--- config.mk ---
export PLATFORM = sky130hd
export DESIGN_NAME = dcache_direct
export DESIGN_NICKNAME = d
export VERILOG_FILES = /design/src/rtl/dcache_direct.sv
export SDC_FILE = /design/constraint.sdc
export NUM_CORES = 1
export LEC_CHECK = 0
export BUFFER_PORTS_ARGS = -buffer_cell sky130_fd_sc_hd__buf_2
export CORE_AREA = 2 2 255 207
export CTS_CLUSTER_DIAMETER = 120
export DETAILED_ROUTE_END_ITERATION = 10
export DIE_AREA = 0 0 257 209
export SYNTH_ARGS = -nofsm -noshare
export SYNTH_HDL_FRONTEND = slang
export SYNTH_SLANG_ARGS = --single-unit
--- constraint.sdc ---
create_clock -name CLK -period 8.41 [get_ports CLK]
set_input_delay 0.841 -clock CLK [delete_from_list [all_inputs] [get_ports CLK]]
set_output_delay 0.841 -clock CLK [all_outputs]
set_load 0.1 [all_outputs]
--- src/rtl/dcache_direct.sv ---
// dcache_direct: 8-line x 4-byte direct-mapped, write-back, write-allocate
// data cache between the CPU data port and a 32-bit main memory.
//
// Address split: tag = ADDRESS[7:5], index = ADDRESS[4:2], offset = ADDRESS[1:0].
//
// Ports
//   CLK, RESET        clock, synchronous active-high reset
//   READ, WRITE       CPU load/store request (level, held while BUSYWAIT)
//   ADDRESS           CPU byte address
//   WRITEDATA         CPU store byte
//   READDATA          load byte (8'h00 unless a read hits in IDLE)
//   BUSYWAIT          CPU stall
//   MEM_READ          block fetch request
//   MEM_WRITE         block write-back request
//   MEM_ADDRESS       block address {tag,index}
//   MEM_WRITEDATA     write-back block, byte 0 in [7:0]
//   MEM_READDATA      fetched block, byte 0 in [7:0]
//   MEM_BUSYWAIT      memory busy; transfer completes when sampled low
//   HIT_COUNT,        (only with DCACHE_STATS_EN) saturating counts of
//   MISS_COUNT        first-lookup hits and of miss-handling starts
//
// Optional feature macro: DCACHE_STATS_EN
module dcache_direct (
  input  logic        CLK,
  input  logic        RESET,
  input  logic        READ,
  input  logic        WRITE,
  input  logic [7:0]  ADDRESS,
  input  logic [7:0]  WRITEDATA,
  output logic [7:0]  READDATA,
  output logic        BUSYWAIT,
  output logic        MEM_READ,
  output logic        MEM_WRITE,
  output logic [5:0]  MEM_ADDRESS,
  output logic [31:0] MEM_WRITEDATA,
  input  logic [31:0] MEM_READDATA,
`ifdef DCACHE_STATS_EN
  input  logic        MEM_BUSYWAIT,
  output logic [15:0] HIT_COUNT,
  output logic [15:0] MISS_COUNT
`else
  input  logic        MEM_BUSYWAIT
`endif
);

  typedef enum logic [1:0] {
    S_IDLE,
    S_MEM_WRITE,
    S_MEM_READ,
    S_UPDATE
  } state_t;

  state_t      state_q;
  logic [7:0]  valid_q;
  logic [7:0]  dirty_q;
  logic [2:0]  tag_q  [8];
  logic [31:0] data_q [8];

  logic        mem_read_q;
  logic        mem_write_q;
  logic [5:0]  mem_addr_q;
  logic [31:0] mem_wdata_q;

  logic [2:0]  addr_tag;
  logic [2:0]  addr_idx;
  logic [4:0]  byte_lsb;
  logic        req;
  logic        hit;

  assign addr_tag = ADDRESS[7:5];
  assign addr_idx = ADDRESS[4:2];
  assign byte_lsb = {ADDRESS[1:0], 3'b000};
  assign req      = READ | WRITE;
  assign hit      = valid_q[addr_idx] && (tag_q[addr_idx] == addr_tag);

  // Hits are answered combinationally so the CPU sees no stall.
  assign BUSYWAIT = (state_q != S_IDLE) || (req && !hit);
  assign READDATA = (state_q == S_IDLE && READ && hit) ?
                    data_q[addr_idx][byte_lsb +: 8] : 8'h00;

  assign MEM_READ      = mem_read_q;
  assign MEM_WRITE     = mem_write_q;
  assign MEM_ADDRESS   = mem_addr_q;
  assign MEM_WRITEDATA = mem_wdata_q;

  // Memory request outputs are loaded on the edge that enters the state
  // that owns them, so they stay glitch-free registered outputs.
  always_ff @(posedge CLK) begin
    if (RESET) begin
      state_q     <= S_IDLE;
      valid_q     <= '0;
      dirty_q     <= '0;
      mem_read_q  <= 1'b0;
      mem_write_q <= 1'b0;
      mem_addr_q  <= '0;
      mem_wdata_q <= '0;
    end else begin
      case (state_q)
        S_IDLE: begin
          if (req) begin
            if (hit) begin
              if (WRITE) begin
                data_q[addr_idx][byte_lsb +: 8] <= WRITEDATA;
                dirty_q[addr_idx]               <= 1'b1;
              end
            end else if (valid_q[addr_idx] && dirty_q[addr_idx]) begin
              state_q     <= S_MEM_WRITE;
              mem_write_q <= 1'b1;
              mem_addr_q  <= {tag_q[addr_idx], addr_idx};
              mem_wdata_q <= data_q[addr_idx];
            end else begin
              state_q    <= S_MEM_READ;
              mem_read_q <= 1'b1;
              mem_addr_q <= ADDRESS[7:2];
            end
          end
        end
        S_MEM_WRITE: begin
          if (!MEM_BUSYWAIT) begin
            state_q     <= S_MEM_READ;
            mem_write_q <= 1'b0;
            mem_read_q  <= 1'b1;
            mem_addr_q  <= ADDRESS[7:2];
          end
        end
        S_MEM_READ: begin
          if (!MEM_BUSYWAIT) begin
            state_q    <= S_UPDATE;
            mem_read_q <= 1'b0;
          end
        end
        S_UPDATE: begin
          data_q[addr_idx]  <= MEM_READDATA;
          tag_q[addr_idx]   <= addr_tag;
          valid_q[addr_idx] <= 1'b1;
          dirty_q[addr_idx] <= 1'b0;
          state_q           <= S_IDLE;
        end
        default: state_q <= S_IDLE;
      endcase
    end
  end

`ifdef DCACHE_STATS_EN
  logic [15:0] hit_cnt_q;
  logic [15:0] miss_cnt_q;
  logic        refill_q;

  assign HIT_COUNT  = hit_cnt_q;
  assign MISS_COUNT = miss_cnt_q;

  // refill_q marks the IDLE cycle right after UPDATE, whose hit is the
  // completion of an already-counted miss rather than a fresh hit.
  always_ff @(posedge CLK) begin
    if (RESET) begin
      hit_cnt_q  <= '0;
      miss_cnt_q <= '0;
      refill_q   <= 1'b0;
    end else begin
      refill_q <= (state_q == S_UPDATE);
      if (state_q == S_IDLE && req) begin
        if (hit) begin
          if (!refill_q && hit_cnt_q != 16'hFFFF)
            hit_cnt_q <= hit_cnt_q + 16'd1;
        end else if (miss_cnt_q != 16'hFFFF) begin
          miss_cnt_q <= miss_cnt_q + 16'd1;
        end
      end
    end
  end
`endif

endmodule
== Word-level counts from Yosys, hierarchy flattened ==
Memories as Yosys holds them, arrays and structs flattened.
Cells that the tools add are included.
Cells by class
  bitwise logic cells: 38
  $lt $le $gt $ge: 2
  shift-type cells: 3
  mux-type cells: 73
  equal/unequal tests: 12
  reductions and logical operators: 19
  $add $sub $neg: 1
Operator list (count)
  1-bit two-way mux: 51
  1-bit OR: 33
  32-bit two-way mux: 1
  8-bit two-way mux: 4
  8-bit by 7-bit variable shift with 32-bit output (first input constant): 1
  32-bit by 6-bit indexed part select with 8-bit output: 1
  8-bit by 7-bit indexed part select with 32-bit output: 1
  6-bit two-way mux: 4
  8-bit OR: 2
  8-bit one-hot mux with 2 select lines: 1
  4-bit AND reduction: 4
  2-bit inequality test (second input constant): 7
  6-bit one-hot mux with 2 select lines: 1
  2-bit two-way mux: 5
  8-bit bitwise AND: 1
  8-bit NOT: 1
  2-bit one-hot mux with 4 select lines: 1
  5-bit negation with 7-bit output: 1
  1-bit binary-select mux with 3-bit select: 2
  1-bit logical AND: 6
  6-bit AND reduction: 1
  2-bit nonzero test: 3
  5-bit AND reduction: 1
  2-bit == test (second input constant): 2
  other kinds (13): 13
Word-level totals
  bits in writable memories: 280
  input bits: 53
  flip-flop bits (word level): 58
  memories kept: 2
  logic and storage cells: 157
  output and inout bits: 49
Memories
  data_q: depth 8, bits a word 32, rd ports 1, clocked after memory_dff 0, write ports 1, RTL line 57  | logic [31:0] data_q [8];
  tag_q: depth 8, bits a word 3, rd ports 1, clocked after memory_dff 0, write ports 1, RTL line 56  | logic [2:0] tag_q [8];

== Longest topological paths before layout ==
Gate-level depths: netlist (run 1).
  depth after elaboration: 9
  gate-level depth with buffers: 12
  depth with buffers taken out: 8

== Worst setup path before layout (run 1) ==
No wires, ideal clock.
  path type: in2out
  from: in ADDRESS[3]
  to: out READDATA[4]
  setup slack: 3.737 ns
  data required time: 7.569 ns
  arrival time: 3.832 ns
  stages: 8
  path buffers: 1
  path through: buf_6 > mux2_2 > a221oi_2 > o22ai_2 > xor2_2 > nor2_1 > nand4_1 > a21oi_1
Between the ends
  cells in the longest elaborated chain, start to end: 5
  elaborated cells between the ends (all ways): 9
  those cells by class: eq/ne: 1; shift: 1; mux: 3; reduce/logical: 2; memory: 2
RTL lines
  start: declaration: RTL line 28  | input logic [7:0] ADDRESS,
  parallel branches: the longest is 4 deep, another holds memory 8 x 32 bit
  8-bit two-way mux (*): RTL line 78  | assign READDATA = (state_q == S_IDLE && READ && hit) ?
  end: declaration: RTL line 30  | output logic [7:0] READDATA,
Every way passes the cells marked *. The select of a mux whose other input is x is not followed.

== Final worst setup path (run 1) ==
  from: in ADDRESS[4]
  to: out READDATA[5]
The elaborated chain is that of the path after synthesis.

==> results of run 1 <==
==> power breakdown <==
group          switching, mW  internal, mW  total [mW]
combinational          0.442         0.144       0.586
clock                  0.662         0.998        1.66
sequential            0.0144          1.86        1.87
total                   1.12          3.00        4.12
==> sequential cells by signal, summed over array words and instances, names as in the netlist, named ones only <==
name           cells
data_q           256
MEM_WRITEDATA     32
MEM_WRITE          1
MEM_READ           1
tag_q             24
MEM_ADDRESS        6
state_q            2
valid_q            8
==> worst max-delay path by stage <==
stage                     startpoint           to
final                     ADDRESS[4]  READDATA[5]
after global routing      ADDRESS[3]  READDATA[4]
after CTS                 ADDRESS[3]  READDATA[4]
after detailed placement  ADDRESS[3]  READDATA[4]
after global placement    ADDRESS[3]  READDATA[4]
after floorplan           ADDRESS[3]  READDATA[4]
==> per-layer routing <==
layer,up-vias,global-route usage,wire length [um]
li1,3924,-,-
met4,0,0.0363,760
met1,4591,0.234,19100
met2,524,0.224,18000
met5,-,0,0
met3,56,0.0563,5470
==> critical path, cell delays in order <==
cell and delay [ns]:
buf_4 0.45, inv_1 0.60, nor2_1 0.82, a221oi_1 0.31
o22ai_1 0.59, mux4_2 0.37, nor2b_1 0.13, buf_2 0.45
==> through the flow <==
step	cells	total power, mW	util	setup slack (ns)	hold WS, ns
after global placement	1690	2.48	0.297	3.00	0.429
after CTS	1756	4.14	0.321	2.94	0.455
after floorplan	942	2.32	-	3.74	0.419
after global routing	1758	4.25	0.322	2.74	0.465
final	1759	4.12	0.322	2.94	0.455
after detailed placement	1690	2.49	0.297	2.95	0.441
==> kinds of logic after synthesis <==
logic type / synth area share
XOR/XNOR: 0.00115
AO/OA/AOI/OAI: 0.118
buffers and inverters: 0.0281
AND/OR/NAND/NOR: 0.0626
flip-flops: 0.677
multiplexers: 0.105
adder cells (fa/ha/maj): 0.00796
==> Yosys cell counts, types with 5 or more instances <==
| master | number | area, sq um |
|---|---|---|
| edfxtp_1 | 280 | 8410 |
| nor2_1 | 79 | 297 |
| mux2i_1 | 59 | 591 |
| dfxtp_1 | 58 | 1160 |
| a22o_1 | 38 | 333 |
| nand2_1 | 35 | 131 |
| a221oi_1 | 30 | 263 |
| nor3_1 | 30 | 150 |
| mux2_2 | 26 | 293 |
| mux4_2 | 26 | 586 |
| clkbuf_1 | 25 | 93.8 |
| a21oi_1 | 21 | 105 |
| buf_2 | 21 | 105 |
| a211oi_1 | 19 | 143 |
| o21ai_0 | 19 | 95.1 |
| o22ai_1 | 18 | 113 |
| a22oi_1 | 17 | 128 |
| a21o_1 | 13 | 97.6 |
| buf_4 | 10 | 75.1 |
| inv_1 | 10 | 37.5 |
| ha_1 | 9 | 113 |
| nor2b_1 | 9 | 56.3 |
| o21a_1 | 9 | 67.6 |
| buf_6 | 6 | 67.6 |
| o311a_1 | 6 | 60.1 |
| or3_1 | 6 | 37.5 |
| nand2b_1 | 5 | 31.3 |
==> final cells by class <==
type                    instances  area [sq um]
flip-flops and latches        338          9570
clock buffers                  45           997
fillers                      5065         34900
inverters                      13          48.8
multi-input cells             527          4200
well taps                     693           867
diodes                          1          2.50
repair buffers                121           656
clock inverters                21           240
==> results.py, run 1 <==
metrics = {
    "outcome": {
        "status": "complete, no violations",
    },
    "die": {
        "dieArea_sq_um": 53700,
        "die-height_um": 209,
        "row_count": 75,
        "die_w_um": 257,
        "fp.coreArea_sq_um": 51500,
        "io_pins": 102,
        "initial_utilization": 0.274,
    },
    "logic_synthesis": {
        "async_flop_share": 0,
        "synth.distinct_cells": 62,
        "syn_inst": 942,
        "ys.flop_type": "edfxtp_1",
        "yosysWarningCount": 0,
        "synth_edf_count": 280,
        "syn-cell-area_sq_um": 14100,
        "syn_area_per_cell_sq_um": 15.0,
        "synth_fp_nets": 1004,
        "ys_seq_elements": 338,
        "ys_seq_area_frac": 0.677,
    },
    "global_route": {
        "grt_pass1_wl_um": 62500,
        "grt_usage": 0.160,
        "grt_max_degree": 72,
        "grt_pass1_vias": 8793,
        "antenna_found_initial": 1,
        "overflow": 0,
    },
    "timing": {
        "setup_tns_ns": 0,
        "rsz0062_at_grt": "false",
        "maxSlewViolCount": 0,
        "skew_ns": 0.0275,
        "min_period_ns": 5.47,
        "max_slew_margin": 0.0627,
        "hold_viol_final": 0,
        "setup_viol": 0,
        "max_freq_ghz": 0.183,
        "worst_pin_slew_ns": 1.40,
        "timing.final.crit_share": 0.650,
    },
    "detailed_routing": {
        "drtAntennaViolNets": 0,
        "vias_per_cell": 5.17,
        "firstDrtPassIters": 6,
        "drc_errors": 0,
        "post_drt_wl_per_cell_um": 24.6,
        "via_count": 9095,
        "first_iter_violations": 1000,
        "routed_wl_um": 43300,
    },
    "hold_path": {
        "holdPathEnd": "valid_q[6]$_SDFFE_PP0P_",
        "hold_start": "valid_q[6]$_SDFFE_PP0P_",
        "hold_depth": 1,
        "hold_class": "reg2reg",
    },
    "critical_path": {
        "worst_setup_path_end_kind": "output port",
        "worstRegToRegCells": 8,
        "rr_startpoint": "tag_q[5][2]$_DFFE_PP_",
        "start_kind": "input pin",
        "worst_ep_arrival_time_ns": 4.63,
        "r2r_end": "data_q[4][4]$_DFFE_PP_",
        "cp_max_fo": 43,
        "critical_path_class": "in2out",
        "cp_data_required_time_ns": 7.57,
        "reg2reg_setup_slack_ns": 4.75,
    },
    "clocking": {
        "cts.path.max_buffers": 3,
        "cts_hold_buffers": 0,
        "cts_tree": "built",
        "numCtsBuffers": 36,
        "clock-root-buffer": "clkbuf_16",
        "clk_pin_slew_ns": 0.06,
        "cts_num_sinks": 338,
        "insertion_delay_ns": 0.54,
        "h-tree-depth": 2,
        "postCtsSetupBuffers": 0,
        "cts_resized": 0,
    },
    "final_layout": {
        "most-common-layout-cells": "edfxtp_1 (280), buf_2 (101), nor2_1 (78), mux2i_1 (59), dfxtp_1 (58)",
        "final_common_cell": "edfxtp_1",
        "nNetsFinal": 1099,
        "syn_to_final_growth_pct": 17.3,
        "drive_gt1_frac": 0.238,
        "final_area_sq_um": 16600,
    },
    "power_and_ir_drop": {
        "peakVddDrop_v": 0.000125,
        "powerDensity_nw_per_um2": 248,
        "p_leak_nw": 5.81,
    },
    "placed_design": {
        "place.gp.congestion": 0.860,
        "io_buffers": 101,
        "place_area_sq_um": 15300,
        "hpwl_um": 30600,
    },
    "run": {
        "maxCapViolations": 0,
    },
}
No activity file was read; power rests on OpenSTA's default activity.
==> run 2, diff against run 1 <==
clock period = 4.8 ns   (was 8.41 ns; I/O delays follow)
==> run 2 against run 1 <==
  * Critical path depth rose by 1
  * Non-clock buffer count increased by 45
  * Via count is 0.74% higher
  * Register-to-register slack worse by 3.2 ns
  * Sequential power up 75%
  * Largest power group unchanged
==> results.py, run 2 (same netlist as run 1, synthesis figures left out) <==
metrics = {
    "outcome": {
        "status": "complete, no violations",
    },
    "clocking": {
        "insertion_delay_ns": 0.53,
        "cts.path.max_buffers": 3,
        "clk_pin_slew_ns": 0.06,
        "cts_resized": 0,
        "clock-root-buffer": "clkbuf_16",
        "h-tree-depth": 2,
        "numCtsBuffers": 34,
        "cts_hold_buffers": 0,
        "cts_num_sinks": 338,
        "postCtsSetupBuffers": 0,
        "cts_tree": "built",
    },
    "detailed_routing": {
        "via_count": 9162,
        "first_iter_violations": 1136,
        "drtAntennaViolNets": 0,
        "routed_wl_um": 43700,
        "drc_errors": 0,
        "firstDrtPassIters": 5,
        "post_drt_wl_per_cell_um": 24.3,
        "vias_per_cell": 5.10,
    },
    "critical_path": {
        "max_stage_delay_ns": 0.53,
        "start_kind": "input pin",
        "cp_data_required_time_ns": 4.32,
        "cp_max_fo": 23,
        "critical_path_class": "in2out",
        "worst_setup_path_end_kind": "output port",
        "crit_chain": "buf_2, mux2_2, o2bb2ai_1, o21ai_0, nand4_2, nor2_1, nand4_1, a21oi_1, buf_2",
        "rr_startpoint": "tag_q[7][2]$_DFFE_PP_",
        "worst_ep_arrival_time_ns": 3.55,
        "crit_slowest_cell": "nand4_1",
        "cp-startpoint": "ADDRESS[2]",
        "crit_top_cell": "buf_2",
    },
    "final_layout": {
        "drive_gt1_frac": 0.257,
        "largest_reg_flops": 256,
        "most-common-layout-cells": "edfxtp_1 (280), buf_2 (93), nor2_1 (78), buf_4 (66), mux2i_1 (59)",
        "final_common_cell": "edfxtp_1",
        "top_register": "data_q",
        "final_area_sq_um": 16800,
        "syn_to_final_growth_pct": 18.8,
        "nNetsFinal": 1142,
    },
    "global_route": {
        "grt_usage": 0.161,
        "grt_max_degree": 54,
        "antenna_found_initial": 2,
        "busiest_layer": "met1",
        "grt_pass1_vias": 8855,
        "met1_usage": 0.234,
        "grt_use_met3": 0.0552,
        "grtUsageMet2": 0.225,
        "overflow": 0,
        "grt_pass1_wl_um": 62800,
    },
    "run": {
        "maxCapViolations": 0,
    },
    "die": {
        "initial_utilization": 0.274,
        "row_count": 75,
        "dieArea_sq_um": 53700,
        "die_w_um": 257,
        "io_pins": 102,
        "fp.coreArea_sq_um": 51500,
        "die-height_um": 209,
    },
    "timing": {
        "setup_viol": 0,
        "skew_ns": 0.0182,
        "hold_viol_final": 0,
        "max_slew_margin": 0.346,
        "min_period_ns": 4.03,
        "max_freq_ghz": 0.248,
        "timing.final.crit_share": 0.839,
        "worst_pin_slew_ns": 0.977,
        "rsz0062_at_grt": "false",
        "setup_tns_ns": 0,
        "setup_slack_ns": 0.772,
        "maxSlewViolCount": 0,
    },
    "placed_design": {
        "dp_slack_ns": 0.684,
        "io_buffers": 101,
        "hpwl_um": 31200,
        "place.gp.congestion": 0.851,
        "place_area_sq_um": 15800,
    },
    "hold_path": {
        "hold_start": "ADDRESS[5]",
        "hold_class": "in2reg",
    },
    "power_and_ir_drop": {
        "peakVddDrop_v": 0.000184,
        "powerDensity_nw_per_um2": 409,
        "power_mw": 6.87,
        "p_leak_nw": 5.97,
    },
}
## run 2: cell types whose count changed in the layout (fill, tap and decap cells not counted), sizes merged
cell      before  now
buf          121  166
clkinv        15   11
bufinv         5    2
clkinvlp       3    0
clkbuf        45   46
diode          1    2
inv           11   12
## run 2: power by group
part | switching, mW | leakage, nW | internal (mW)
clock | 1.08 | 0.503 | 1.45
combinational | 0.781 | 2.36 | 0.276
sequential | 0.0241 | 3.11 | 3.26
total | 1.89 | 5.97 | 4.98
## run 2: worst max-delay path, delay by kind of cell
family	cells	cell delay, ns
multiplexers	1	0.40
AND/OR/NAND/NOR	3	0.99
buffers and inverters	2	0.95
AO/OA/AOI/OAI	3	0.70
## run 2: stage by stage
step	util	cells	hold slack, ns
after detailed placement	0.306	1737	0.441
after global placement	0.306	1737	0.426
after CTS	0.326	1795	0.260
after floorplan	-	942	0.419
final	0.326	1797	0.278
after global routing	0.326	1795	0.283
## run 2: per-layer routing
layer,vias to the layer above,routed length [um]
met5,-,12
met4,2,1000
met3,69,4910
met2,460,18300
met1,4616,19500
li1,4015,-
## run 2: final timing paths
kind	to	slack, ns	cells past startpoint
setup / recovery	READDATA[4]	0.77	9
setup reg to reg	data_q[1][2]$_DFFE_PP_	1.54	7
hold / removal	tag_q[4][0]$_DFFE_PP_	0.28	1
hold reg to reg	valid_q[2]$_SDFFE_PP0P_	0.45	1
## run 2: final cells by class
cell class | count | area [sq um]
Fill cell | 5030 | 34700
Multi-Input combinational cell | 527 | 4180
Timing Repair Buffer | 166 | 1100
Clock inverter | 12 | 113
Antenna cell | 2 | 5.00
Clock buffer | 46 | 917
Inverter | 13 | 48.8
Sequential cell | 338 | 9570
Tap cell | 693 | 867
==> run 3, diff against run 2 <==
ABC_AREA = 1   (was not set)
CORE_AREA = 2 2 257 208   (was 2 2 255 207)
DIE_AREA = 0 0 259 210   (was 0 0 257 209)
clock period = 3.6 ns   (was 4.8 ns; I/O delays follow)
==> run 3 against run 2 <==
  * Utilization is 1.0 points higher
  * Cell area is 3.8% higher
  * Via count is 16% higher
  * Critical path depth is 5 higher
  * Sequential share of layout area is 2.1 points lower
  * Sequential cell count stayed put
  * Wire length is 1.1% lower
  * Synthesized cell count is 38% higher
==> results.py, run 3 <==
metrics = {
    "outcome": {
        "status": "complete, no violations",
    },
    "logic_synthesis": {
        "synth_top_area_share": 0.586,
        "synth_fp_nets": 1359,
        "ys_seq_elements": 338,
        "syn_inst": 1297,
        "synthMuxAreaShare": 0,
        "syn_area_per_cell_sq_um": 11.1,
        "synth_most_common_cell": "nand2_1",
        "synthXorXnorAreaFrac": 0,
        "synth_top_family_by_area": "simple AND/OR/NAND/NOR gates",
        "yosysWarningCount": 0,
        "ys_seq_area_frac": 0.667,
        "synth.distinct_cells": 41,
        "synth-compound-area-share": 0.119,
        "yosys-top-cells-area": "edfxtp_1 (59%), dfxtp_1 (8.1%), nand2_1 (7.4%)",
        "synth_edf_count": 280,
        "async_flop_share": 0,
        "netlist_top_cells_count": "nand2_1 (284), edfxtp_1 (280), inv_1 (120)",
        "ys.flop_type": "edfxtp_1",
        "yosysTopAreaCell": "edfxtp_1",
        "synthAdderAreaFrac": 0.00785,
        "yosys.area_share.simple": 0.144,
        "syn-cell-area_sq_um": 14300,
    },
    "final_layout": {
        "final_common_cell": "nand2_1",
        "instances_no_fill": 2184,
        "multi_input_area_sq_um": 3900,
        "nFillCells": 5179,
        "top_register": "data_q",
        "drive_gt1_frac": 0.196,
        "nNetsFinal": 1528,
        "final_area_sq_um": 17400,
        "largest_reg_flops": 256,
        "syn_to_final_growth_pct": 21.7,
        "n_antenna_cell": 0,
        "regArea_sq_um": 9570,
        "most-common-layout-cells": "nand2_1 (283), edfxtp_1 (280), inv_1 (119), a21oi_1 (100), buf_4 (99)",
    },
    "detailed_routing": {
        "drtAntennaViolNets": 0,
        "drc_errors": 0,
        "first_iter_violations": 1048,
        "routed_wl_um": 43200,
        "vias_per_cell": 4.85,
        "post_drt_wl_per_cell_um": 19.8,
        "via_count": 10600,
        "firstDrtPassIters": 5,
    },
    "critical_path": {
        "crit_slowest_cell": "a21oi_1",
        "crit_chain": "inv_1, nand2_1, nand2_1, nor2_1, nor2_1, nand2_1, nand2_1, nand2_1, nor2_4, nand3_2, clkinv_4, nand2_2, a21oi_1, buf_12",
        "critPathTopFamily": "simple AND/OR/NAND/NOR gates",
        "path_buf_inv": 3,
        "crit_top_cell": "nand2_1",
        "cp_data_required_time_ns": 3.24,
        "worst_setup_path_end_kind": "output port",
        "cp_max_fo": 8,
        "start_kind": "register",
        "critical_path_class": "reg2out",
        "worst_ep_arrival_time_ns": 2.85,
        "max_stage_delay_ns": 0.51,
    },
    "timing": {
        "setup_viol": 0,
        "max_freq_ghz": 0.311,
        "skew_ns": 0.0118,
        "timing.final.crit_share": 0.892,
        "setup_slack_ns": 0.390,
        "max_slew_margin": 0.480,
        "hold_viol_final": 0,
        "maxSlewViolCount": 0,
        "min_period_ns": 3.21,
        "rsz0062_at_grt": "false",
        "setup_tns_ns": 0,
        "worst_pin_slew_ns": 0.779,
    },
    "global_route": {
        "grt_max_degree": 65,
        "grt_pass1_wl_um": 63800,
        "antenna_found_initial": 4,
        "overflow": 0,
        "grt_usage": 0.156,
        "grt_pass1_vias": 10100,
    },
    "power_and_ir_drop": {
        "peakVddDrop_v": 0.000253,
        "p_leak_nw": 6.66,
        "powerDensity_nw_per_um2": 502,
        "power_mw": 8.75,
    },
    "clocking": {
        "h-tree-depth": 2,
        "clock-root-buffer": "clkbuf_16",
        "insertion_delay_ns": 0.53,
        "postCtsSetupBuffers": 0,
        "cts_num_sinks": 338,
        "numCtsBuffers": 37,
        "cts.path.max_buffers": 3,
        "cts_resized": 0,
        "cts_tree": "built",
        "clk_pin_slew_ns": 0.06,
        "cts_hold_buffers": 0,
    },
    "die": {
        "fp.coreArea_sq_um": 51900,
        "die-height_um": 210,
        "initial_utilization": 0.276,
        "dieArea_sq_um": 54400,
        "io_pins": 102,
        "row_count": 75,
        "die_w_um": 259,
    },
    "placed_design": {
        "placed_cells": 2120,
        "hpwl_um": 29400,
        "place_area_sq_um": 16300,
        "dp_slack_ns": 0.510,
        "io_buffers": 101,
        "place.gp.congestion": 0.887,
    },
    "hold_path": {
        "hold_class": "in2reg",
    },
    "run": {
        "maxCapViolations": 0,
    },
}
==> run 3: cell count changes in the layout (fill, tap and decap cells not counted), sizes merged, moves of 37 or more <==
cell,delta
a21oi,+78
buf,+37
inv,+115
mux2i,-59
nand2,+257
nand3,+59
o21ai,+53
==> run 3: cell families after synthesis <==
| logic type | count (synthesis) |
|---|---|
| simple gates | 472 |
| compound gates | 276 |
| fa+ha+maj | 9 |
| buf+inv | 202 |
| flops | 338 |
==> run 3: final timing paths <==
path                                                     start                        endpoint  slack [ns]  cells after the start
worst max-delay path                     tag_q[5][2]$_DFFE_PP_                     READDATA[2]        0.39                     14
worst min register to register  MEM_WRITEDATA[14]$_SDFFE_PP0P_  MEM_WRITEDATA[14]$_SDFFE_PP0P_        0.44                      2
worst min-delay path                                ADDRESS[7]           tag_q[7][2]$_DFFE_PP_        0.19                      1
worst max register to register         state_q[0]$_SDFFE_PP0P_   MEM_WRITEDATA[1]$_SDFFE_PP0P_        0.85                      8
==> run 3: metrics by stage <==
step	hold slack, ns	utilization
floorplan	0.428	-
global placement	0.436	0.314
detailed placement	0.437	0.314
CTS	0.181	0.336
global route	0.194	0.336
finish	0.192	0.336
==> run 3: power breakdown <==
| part | switching [mW] | internal, mW |
|---|---|---|
| combinational | 0.601 | 0.202 |
| sequential | 0.0146 | 4.25 |
| clock | 1.51 | 2.17 |
| total | 2.12 | 6.63 |
==> run 3: routing by layer <==
metal  vias up  wire, um  GRT usage
li1       4906         -          -
met1      5128     19700      0.225
met2       469     17700      0.221
met3        84      4860     0.0556
met4         8       926     0.0403
met5         -        40          0
==> run 3: final cells by class <==
cell class	count	area share
well taps	693	0.0497
clock inverters	21	0.0104
clock buffers	43	0.0567
inverters	129	0.0282
repair buffers	203	0.0828
flip-flops and latches	338	0.549
multi-input cells	757	0.224
